**config.mk**
```make
export PLATFORM = sky130hd
export DESIGN_NAME = negedge_serial_tx
export DESIGN_NICKNAME = d
export VERILOG_FILES = /design/src/rtl/negedge_serial_tx.sv
export SDC_FILE = /design/constraint.sdc
export NUM_CORES = 1
export LEC_CHECK = 0
export ABC_CLOCK_PERIOD_IN_PS = 2400
export CAP_MARGIN = 20
export CORE_MARGIN = 3
export CORE_UTILIZATION = 51
export DETAILED_ROUTE_END_ITERATION = 8
export PLACE_DENSITY = 0.85
export SLEW_MARGIN = 20
export SYNTH_ARGS = -nofsm -noshare
export SYNTH_HDL_FRONTEND = slang
export SYNTH_SLANG_ARGS = --single-unit
```
**constraint.sdc**
```tcl
create_clock -name clk -period 2.4 [get_ports clk]
set_clock_uncertainty 0.1 [all_clocks]
set_input_delay 0.48 -clock clk [delete_from_list [all_inputs] [get_ports clk]]
set_output_delay 0.48 -clock clk [all_outputs]
set_load 0.05 [all_outputs]
```
**src/rtl/negedge_serial_tx.sv**
```systemverilog
// negedge_serial_tx: falling-edge frame transmitter, LSB first, framed by start and stop bits.
// Define NEGEDGE_SERIAL_TX_PARITY_EN to insert an even-parity bit between the data and stop bits.
module negedge_serial_tx #(
    parameter int unsigned DATA_W       = 8,
    parameter int unsigned CLKS_PER_BIT = 4
) (
    input  logic              clk,
    input  logic              rst,
    input  logic [DATA_W-1:0] tx_data,
    input  logic              tx_valid,
    output logic              tx_ready,
    output logic              tx_line,
    output logic              busy
);

    localparam int unsigned BaudW = (CLKS_PER_BIT > 1) ? $clog2(CLKS_PER_BIT) : 1;
    localparam int unsigned BitW  = (DATA_W > 1) ? $clog2(DATA_W) : 1;
    localparam logic [BaudW-1:0] LastBaud = BaudW'(CLKS_PER_BIT - 1);
    localparam logic [BitW-1:0]  LastBit  = BitW'(DATA_W - 1);

`ifdef NEGEDGE_SERIAL_TX_PARITY_EN
    typedef enum logic [2:0] {StIdle, StStart, StData, StParity, StStop} state_e;
`else
    typedef enum logic [1:0] {StIdle, StStart, StData, StStop} state_e;
`endif

    state_e            state_q, state_d;
    logic [DATA_W-1:0] shift_q, shift_d, shift_nxt;
    logic [BitW-1:0]   bit_cnt_q, bit_cnt_d;
    logic [BaudW-1:0]  baud_q, baud_d;
    logic              line_q, line_d;
    logic              busy_q;
    logic              baud_end;

`ifdef NEGEDGE_SERIAL_TX_PARITY_EN
    logic parity_q, parity_d;
`endif

    assign tx_ready = (state_q == StIdle);
    assign tx_line  = line_q;
    assign busy     = busy_q;

    always_comb begin
        state_d   = state_q;
        shift_d   = shift_q;
        bit_cnt_d = bit_cnt_q;
        baud_d    = baud_q;
        line_d    = line_q;
        baud_end  = (baud_q == LastBaud);
        shift_nxt = shift_q >> 1;
`ifdef NEGEDGE_SERIAL_TX_PARITY_EN
        parity_d  = parity_q;
`endif

        // Outside IDLE the baud counter free-runs and wraps at each bit boundary.
        if (state_q != StIdle) begin
            baud_d = baud_end ? '0 : baud_q + 1'b1;
        end

        unique case (state_q)
            StIdle: begin
                line_d = 1'b1;
                if (tx_valid) begin
                    state_d   = StStart;
                    shift_d   = tx_data;
                    bit_cnt_d = '0;
                    baud_d    = '0;
                    line_d    = 1'b0;
`ifdef NEGEDGE_SERIAL_TX_PARITY_EN
                    parity_d  = ^tx_data;
`endif
                end
            end
            StStart: begin
                if (baud_end) begin
                    state_d = StData;
                    line_d  = shift_q[0];
                end
            end
            StData: begin
                if (baud_end) begin
                    shift_d   = shift_nxt;
                    bit_cnt_d = bit_cnt_q + 1'b1;
                    if (bit_cnt_q == LastBit) begin
                        bit_cnt_d = '0;
`ifdef NEGEDGE_SERIAL_TX_PARITY_EN
                        state_d   = StParity;
                        line_d    = parity_q;
`else
                        state_d   = StStop;
                        line_d    = 1'b1;
`endif
                    end else begin
                        line_d = shift_nxt[0];
                    end
                end
            end
`ifdef NEGEDGE_SERIAL_TX_PARITY_EN
            StParity: begin
                if (baud_end) begin
                    state_d = StStop;
                    line_d  = 1'b1;
                end
            end
`endif
            StStop: begin
                // Returning to IDLE never accepts in the same edge: guarantees a one-clock gap.
                if (baud_end) begin
                    state_d = StIdle;
                    line_d  = 1'b1;
                end
            end
            default: begin
                state_d = StIdle;
                line_d  = 1'b1;
                baud_d  = '0;
            end
        endcase
    end

    always_ff @(negedge clk or posedge rst) begin
        if (rst) begin
            state_q   <= StIdle;
            shift_q   <= '0;
            bit_cnt_q <= '0;
            baud_q    <= '0;
            line_q    <= 1'b1;
            busy_q    <= 1'b0;
        end else begin
            state_q   <= state_d;
            shift_q   <= shift_d;
            bit_cnt_q <= bit_cnt_d;
            baud_q    <= baud_d;
            line_q    <= line_d;
            busy_q    <= (state_d != StIdle);
        end
    end

`ifdef NEGEDGE_SERIAL_TX_PARITY_EN
    always_ff @(negedge clk or posedge rst) begin
        if (rst) begin
            parity_q <= 1'b0;
        end else begin
            parity_q <= parity_d;
        end
    end
`endif

endmodule

```
==> results of run 1 <==
## cells in the final DEF, fill, tap and decap left out
cell             instances
clkbuf_4                 3
buf_6                    4
a221o_1                  1
o41ai_1                  1
clkdlybuf4s50_1          2
mux2_4                  16
xnor2_1                  1
clkinvlp_2               1
nor2b_1                  1
o31ai_1                  1
mux2i_4                  1
ha_1                     3
buf_12                   4
inv_1                    3
a311oi_2                 1
nor2_4                   2
nand2b_1                 1
dlygate4sd2_1            7
buf_8                    1
nand2_1                  4
a21oi_1                  1
dfrtn_1                 16
nand4b_1                 1
o21ai_0                  5
dfstp_2                  1
nor3_1                   2
a31oi_1                  1
mux2_2                   1
buf_4                    8
nor2_1                   1
nor3b_1                  1
## state kept, by name, indices dropped and copies added, names as in the netlist
register,cells
busy,1
tx_line,1
state_q,2
bit_cnt_q,3
shift_q,8
baud_q,2
## path summary, 6_finish.rpt
kind / from / end / slack, ns
setup / recovery: tx_line / tx_line / -0.42
hold / removal: bit_cnt_q[2] / bit_cnt_q[2] / 0.36
setup reg to reg: baud_q[0] / shift_q[1] / 0.53
hold reg to reg: bit_cnt_q[2] / bit_cnt_q[2] / 0.36
max in group asynchronous: rst / baud_q[0] / 0.52
min in group asynchronous: rst / bit_cnt_q[2] / 1.52
## cells by family after synthesis
logic type,synth area share
adder cells (fa/ha/maj),0.04116
flip-flops,0.4678
XOR/XNOR,0.009604
multiplexers,0.2785
AND/OR/NAND/NOR,0.07957
buffers and inverters,0.04527
AO/OA/AOI/OAI,0.07819
## area by class of cell
cell class                      instances  share of cell area
Sequential cell                        17              0.3400
Timing Repair Buffer                   26              0.2243
Tap cell                               24             0.02393
Multi-Input combinational cell         46              0.3809
Clock inverter                          2            0.006979
Clock buffer                            3             0.01795
Inverter                                2            0.005982
## timing repair
item	4_1_cts	5_1_grt
pin swaps	1	2
gates resized for setup	16	3
hold buffers	0	0
setup endpoints to repair	19	13
buffers inserted	4	1
## stage by stage
step | total power, mW | hold slack [ns] | instance area [µm²]
floorplan | 1.124 | 0.3352 | 939.7
detailed placement | 1.402 | 0.3606 | 1192
global placement | 1.353 | 0.3449 | 1192
CTS | 1.575 | 0.3623 | 1234
global route | 1.696 | 0.3868 | 1255
finish | 1.598 | 0.3604 | 1255
## worst min-delay path, stage by stage, from the launching register on
cell	delay [ns]
dfrtn_1	0.42
o21ai_0	0.08
nand2_1	0.05
## routing by layer
| layer | routed length, µm | global-route usage | vias up |
|---|---|---|---|
| met4 | 45 | 0.1075 | 0 |
| met3 | 57 | 0.03690 | 7 |
| met5 | 0 | 0 | - |
| met1 | 830 | 0.2494 | 317 |
| li1 | - | - | 300 |
| met2 | 968 | 0.3203 | 11 |
## power by group through the flow
stage,logic (mW),registers [mW],clock network (mW)
after floorplan,0.539,0.579,0.00521
after global placement,0.816,0.532,0.00521
after detailed placement,0.854,0.542,0.00521
after CTS,0.869,0.538,0.168
after global routing,0.962,0.552,0.182
final,0.895,0.538,0.165
==> key figures, run 1 <==
Clocking
  • H-tree depth: 1
  • CTS tree: built
  • CTS clock-pin slew for the worst setup and hold paths: 0.07 ns
  • Clock sinks: 17
  • Num CTS Buffers: 3
  • Clock Latency Late Sink: 0.30 ns
  • Maximum clock path buffer count: 2
  • Root buffer cell: clkbuf_4

Synthesis
  • Area share of the largest cell type after synthesis: 0.4390
  • Post-synth top cells: dfrtn_1 (16), mux2_4 (14), o21ai_0 (5), nand2_1 (4)
  • Cell accounting for the most synthesized area: dfrtn_1
  • Top_reg_cell synth: dfrtn_1
  • Mapped Area: slightly above 900 µm²
  • Yosys cell types: 25
  • Mapped Cells: 70
  • Cell with the most instances after synthesis: dfrtn_1
  • Post-synth ARST share: 1.000
  • YS warnings: 0
  • Number of synthesized flops with an enable pin: 0
  • Syn_area_per_cell: 13.03 µm²
  • Top post-synthesis cells by area: dfrtn_1 (44%), mux2_4 (23%), ha_1 (4.1%)
  • Register bit total from synthesis: 17
  • Syn_nets: 84
  • Post-synthesis sequential area ratio: 0.4678

Global routing
  • Number of global-route vias before repair: 665
  • Initial antenna violation count: 0
  • First-pass GRT wire length: 3118 µm
  • Total gr overflow: 0
  • Pin count of the biggest net entering global routing: 15
  • Global-route usage over all layers: 0.1986

Timing
  • Slew headroom: 0.7567
  • Tightest Pin Transition: 0.3650 ns
  • Final hold vios: 0
  • RSZ-0062 raised after global routing: true
  • Final Max Slew Viols: 0
  • # setup viols final: 12
  • Slack of the critical path: -0.4184 ns
  • Fin Setup TNS: -1.263 ns

Final layout
  • Post-Route Utilization: 0.7873
  • Register area: 426.7 µm²
  • Nets: 111
  • Multi-input logic area: approximately 480 µm²
  • Non-Filler Instances: 120
  • Antenna cell count: 0
  • Layout filler cell count: 98
  • Area Growth Syn to Fin: 37.59%
  • Layout cells sized above 1: 0.4479

Die
  • Core area: approximately 1600 µm²
  • DIE AREA: 2332 µm²
  • Die X-Extent: about 48 µm
  • Cell row count: 14
  • Starting Density: 0.5722
  • Die H: 48.29 µm
  • Top-Level Pins: 14

Power
  • Worst VDD drop: around 0.81 mV
  • Clock group share of total power: 0.103
  • Power density cells: 1273 nW/µm²
  • Combinational power share: 0.560
  • Sw frac: 0.3687
  • Switch Pwr: 0.5890 mW
  • Int Power: 1.009 mW
  • LEAKAGE: 0.5996 nW
  • Sequential share of power: 0.337

Placement
  • Placer congestion estimate: 0.7146
  • Setup Slack @ Placement: -0.7706 ns
  • Placed insts: 112
  • IO buf count: 13
  • Final HPWL DP: 1379 µm

Critical path
  • Crit path cell chain: buf_12
  • WP buf/inv: 1
  • Levels on crit path: 1
  • CP required: around 1.8 ns
  • CP max stage cell: dfstp_2
  • Crit path max-delay family: flip-flops
  • Endpoint class of the critical path: output port
  • Worst path max stage delay: approximately 0.55 ns
  • Crit Path Max Fanout: 2
  • WS Path Type: flip-flop to output port
  • FF-to-FF path depth: 5
  • Worst EP arrival: ~2.2 ns
  • Startpoint Class: flip-flop

Drt
  • DRC Markers: 0
  • Vias per std cell: 5.292
  • Vias: 635
  • DRT Pass-1 Iters: 4
  • Final ANT Viol Nets: 0
  • 1st-iter DRT viols: 8
  • DR WL/cell: 15.84 µm
  • Routed wire length: 1901 µm

Min path
  • Hold Path Class: flip-flop to flip-flop
  • Hold path depth: 2

Job
  • Max-cap check violation count: 0

Status
  • Failing checks: setup timing
  • Outcome: finished, violations left
No activity file was read; power rests on OpenSTA's default activity.
==> run 2: changes to the inputs <==
--- a/config.mk
+++ b/config.mk
@@ -5,6 +5,7 @@
 export SDC_FILE = /design/constraint.sdc
 export NUM_CORES = 1
 export LEC_CHECK = 0
+export ABC_AREA = 1
 export ABC_CLOCK_PERIOD_IN_PS = 2400
 export CAP_MARGIN = 20
 export CORE_MARGIN = 3
==> key figures, run 2 <==
Power
  • LEAKAGE: 0.6468 nW (+7.9%)
  • Combinational power share: 0.516 (-0.044)
  • Switch Pwr: 0.6130 mW (+4.1%)
  • Sw frac: 0.4429 (+0.07421)
  • Clock group share of total power: 0.118 (+0.015)
  • Int Power: 0.7711 mW (-24%)
  • Worst VDD drop: 0.8942 mV (+11%)
  • Power, Total: 1.384 mW (-13%)
  • Sequential share of power: 0.366 (+0.029)
  • Power density cells: 1210 nW/µm² (-4.9%)

Critical path
  • CP required: 1.82 ns (about the same)
  • Crit path cell chain: buf_12
  • Crit path max-delay family: flip-flops
  • WP buf/inv: 1 (unchanged)
  • Worst EP arrival: 2.24 ns (about the same)
  • Flop2flop setup slack: 0.72 ns (+0.19 ns)
  • WS Path Type: flip-flop to output port
  • FF-to-FF path depth: 6 (+1)
  • Worst reg2reg startpoint: baud_q[0]
  • Levels on crit path: 1 (unchanged)
  • Worst path max stage delay: 0.55 ns (about the same)
  • Endpoint class of the critical path: output port
  • CP max stage cell: dfstp_2
  • Startpoint Class: flip-flop
  • Crit Path Max Fanout: 2 (unchanged)
  • Reg2reg end: bit_cnt_q[1]

Final layout
  • Fin area: 1144 µm² (-8.9%)
  • Layout filler cell count: 125 (+28%)
  • Leading registers by flop count: shift_q (8), bit_cnt_q (3)
  • Post-Route Utilization: 0.7254 (-0.06189)
  • Area Growth Syn to Fin: 29.10%
  • Layout cells sized above 1: 0.1655 (-0.2824)
  • Most common cell after layout, fill and taps aside: nand2_1
  • Antenna cell count: 0 (unchanged)
  • Max reg flops: 8 (unchanged)
  • Biggest register: shift_q
  • Nets: 160 (+44%)
  • Most frequent cells in the layout: nand2_1 (67), dfrtn_1 (16), inv_1 (9), clkdlybuf4s50_1 (9), nor2_1 (7)
  • Multi-input logic area: 421.7 µm² (-12%)
  • Register area: 426.7 µm² (unchanged)

Drt
  • DR WL/cell: 11.92 µm (-25%)
  • 1st-iter DRT viols: 13 (+5)
  • Vias per std cell: 5.186 (-2.0%)
  • Routed wire length: 1919 µm (+0.95%)
  • Final ANT Viol Nets: 0 (unchanged)
  • DRT Pass-1 Iters: 4 (unchanged)
  • DRC Markers: 0 (unchanged)
  • Vias: 835 (+31%)

Clocking
  • CTS clock-pin slew for the worst setup and hold paths: 0.07 ns (about the same)
  • Clock Latency Late Sink: 0.30 ns (about the same)
  • H-tree depth: 1 (unchanged)
  • Post-CTS Setup Repair Bufs: 0 (-4)
  • Cts hold-fix bufs: 0 (unchanged)
  • CTS tree: built
  • Clock sinks: 17 (unchanged)
  • Num CTS Buffers: 3 (unchanged)
  • Maximum clock path buffer count: 2 (unchanged)
  • Root buffer cell: clkbuf_4

Placement
  • Final HPWL DP: 1389 µm (+0.66%)
  • IO buf count: 13 (unchanged)
  • Cell Area, Placed: 1100 µm² (-7.8%)
  • Placer congestion estimate: 0.8418 (+18%)

Synthesis
  • Post-synthesis sequential area ratio: 0.4816 (+0.01387)
  • Syn_area_per_cell: 7.202 µm² (-45%)
  • Cell accounting for the most synthesized area: dfrtn_1
  • Mapped Area: 885.9 µm² (-2.9%)
  • Number of synthesized flops with an enable pin: 0 (unchanged)
  • YS warnings: 0 (unchanged)
  • Mapped Cells: 123 (+76%)
  • Yosys cell types: 16 (-36%)
  • Post-synth top cells: nand2_1 (68), dfrtn_1 (16), inv_1 (10), nor2_1 (7)
  • Cell with the most instances after synthesis: nand2_1
  • Area share of the largest cell type after synthesis: 0.4520 (+0.01302)
  • Top post-synthesis cells by area: dfrtn_1 (45%), nand2_1 (29%), ha_1 (4.2%)
  • Post-synth ARST share: 1.000 (unchanged)
  • Register bit total from synthesis: 17 (unchanged)
  • Top_reg_cell synth: dfrtn_1
  • Syn_nets: 137 (+63%)

Timing
  • Final Max Slew Viols: 0 (unchanged)
  • Slack of the critical path: -0.4162 ns (+0.002128 ns)
  • Tightest Pin Transition: 0.3941 ns (+0.02909 ns)
  • # setup viols final: 3 (-9)
  • RSZ-0062 raised after global routing: true
  • Slew headroom: 0.7370 (-0.01968)
  • Final hold vios: 0 (unchanged)

Status
  • Failing checks: setup timing
  • Outcome: finished, violations left

Die
  • DIE AREA: 2273 µm² (-2.5%)
  • Starting Density: 0.5619 (-0.01031)
  • Top-Level Pins: 14 (unchanged)
  • Core area: 1577 µm² (-1.1%)
  • Die X-Extent: 47.68 µm (-1.3%)
  • Die H: 47.68 µm (-1.3%)
  • Cell row count: 14 (unchanged)

Min path
  • Start point of the worst hold path: baud_q[0]
  • Hold Path Class: flip-flop to flip-flop
  • Hold path depth: 1 (-1)
  • Worst Hold Path EP: baud_q[0]

Job
  • Max-cap check violation count: 0 (unchanged)

Global routing
  • Global-route usage over all layers: 0.1915 (-0.007124)
  • Number of global-route vias before repair: 678 (+2.0%)
  • Total gr overflow: 0 (unchanged)
  • Pin count of the biggest net entering global routing: 11 (-4)
  • First-pass GRT wire length: 2939 µm (-5.7%)
  • Initial antenna violation count: 0 (unchanged)
[run 2: layer usage]
metal  vias up  GRT usage  share of wire
met1       388     0.2494           0.45
met3         6    0.04511          0.060
met4         0    0.08065          0.021
met5         -          0              0
met2        25     0.3048           0.47
li1        416          -              -
[run 2: layout make-up]
type | instances | share of cell area
Clock buffer | 4 | 0.02298
Clock inverter | 1 | 0.003282
Inverter | 11 | 0.03610
Multi-Input combinational cell | 93 | 0.3687
Sequential cell | 17 | 0.3731
Tap cell | 16 | 0.01751
Timing Repair Buffer | 19 | 0.1783
[run 2: repair_timing]
item,CTS,global route
resized for setup,5,1
setup endpoints to repair,15,13
pin swaps,4,0
gates cloned,1,0
[run 2: how the worst max path moves through the flow]
stage | startpoint | to
global route | tx_line | tx_line
detailed placement | tx_valid | bit_cnt_q[2]
global placement | tx_valid | shift_q[3]
finish | tx_line | tx_line
floorplan | state_q[0] | tx_ready
CTS | tx_line | tx_line
[run 2: cell families after synthesis]
group,Yosys count,share of synthesized area
AND/OR/NAND/NOR,85,0.3842
flip-flops,17,0.4816
buffers and inverters,14,0.06921
AO/OA/AOI/OAI,4,0.02260
adder cells (fa/ha/maj),3,0.04238
[run 2: stage by stage]
stage               setup TNS [ns]  hold WS (ns)  worst slack (ns)  std cells
detailed placement          -6.635        0.3299           -0.4788        156
finish                      -1.039        0.3265           -0.4162        161
global route                -1.118        0.3492           -0.4352        161
floorplan                  -0.2396        0.2859           -0.1647        123
global placement            -6.268        0.3006           -0.4441        156
CTS                         -1.052        0.3312           -0.4163        161
[run 2: power groups by stage]
stage	clock, mW	sequential, mW	combinational [mW]
floorplan	0.00521	0.530	0.419
global placement	0.00521	0.499	0.656
detailed placement	0.00521	0.509	0.683
CTS	0.163	0.505	0.712
global route	0.176	0.515	0.787
finish	0.163	0.507	0.714
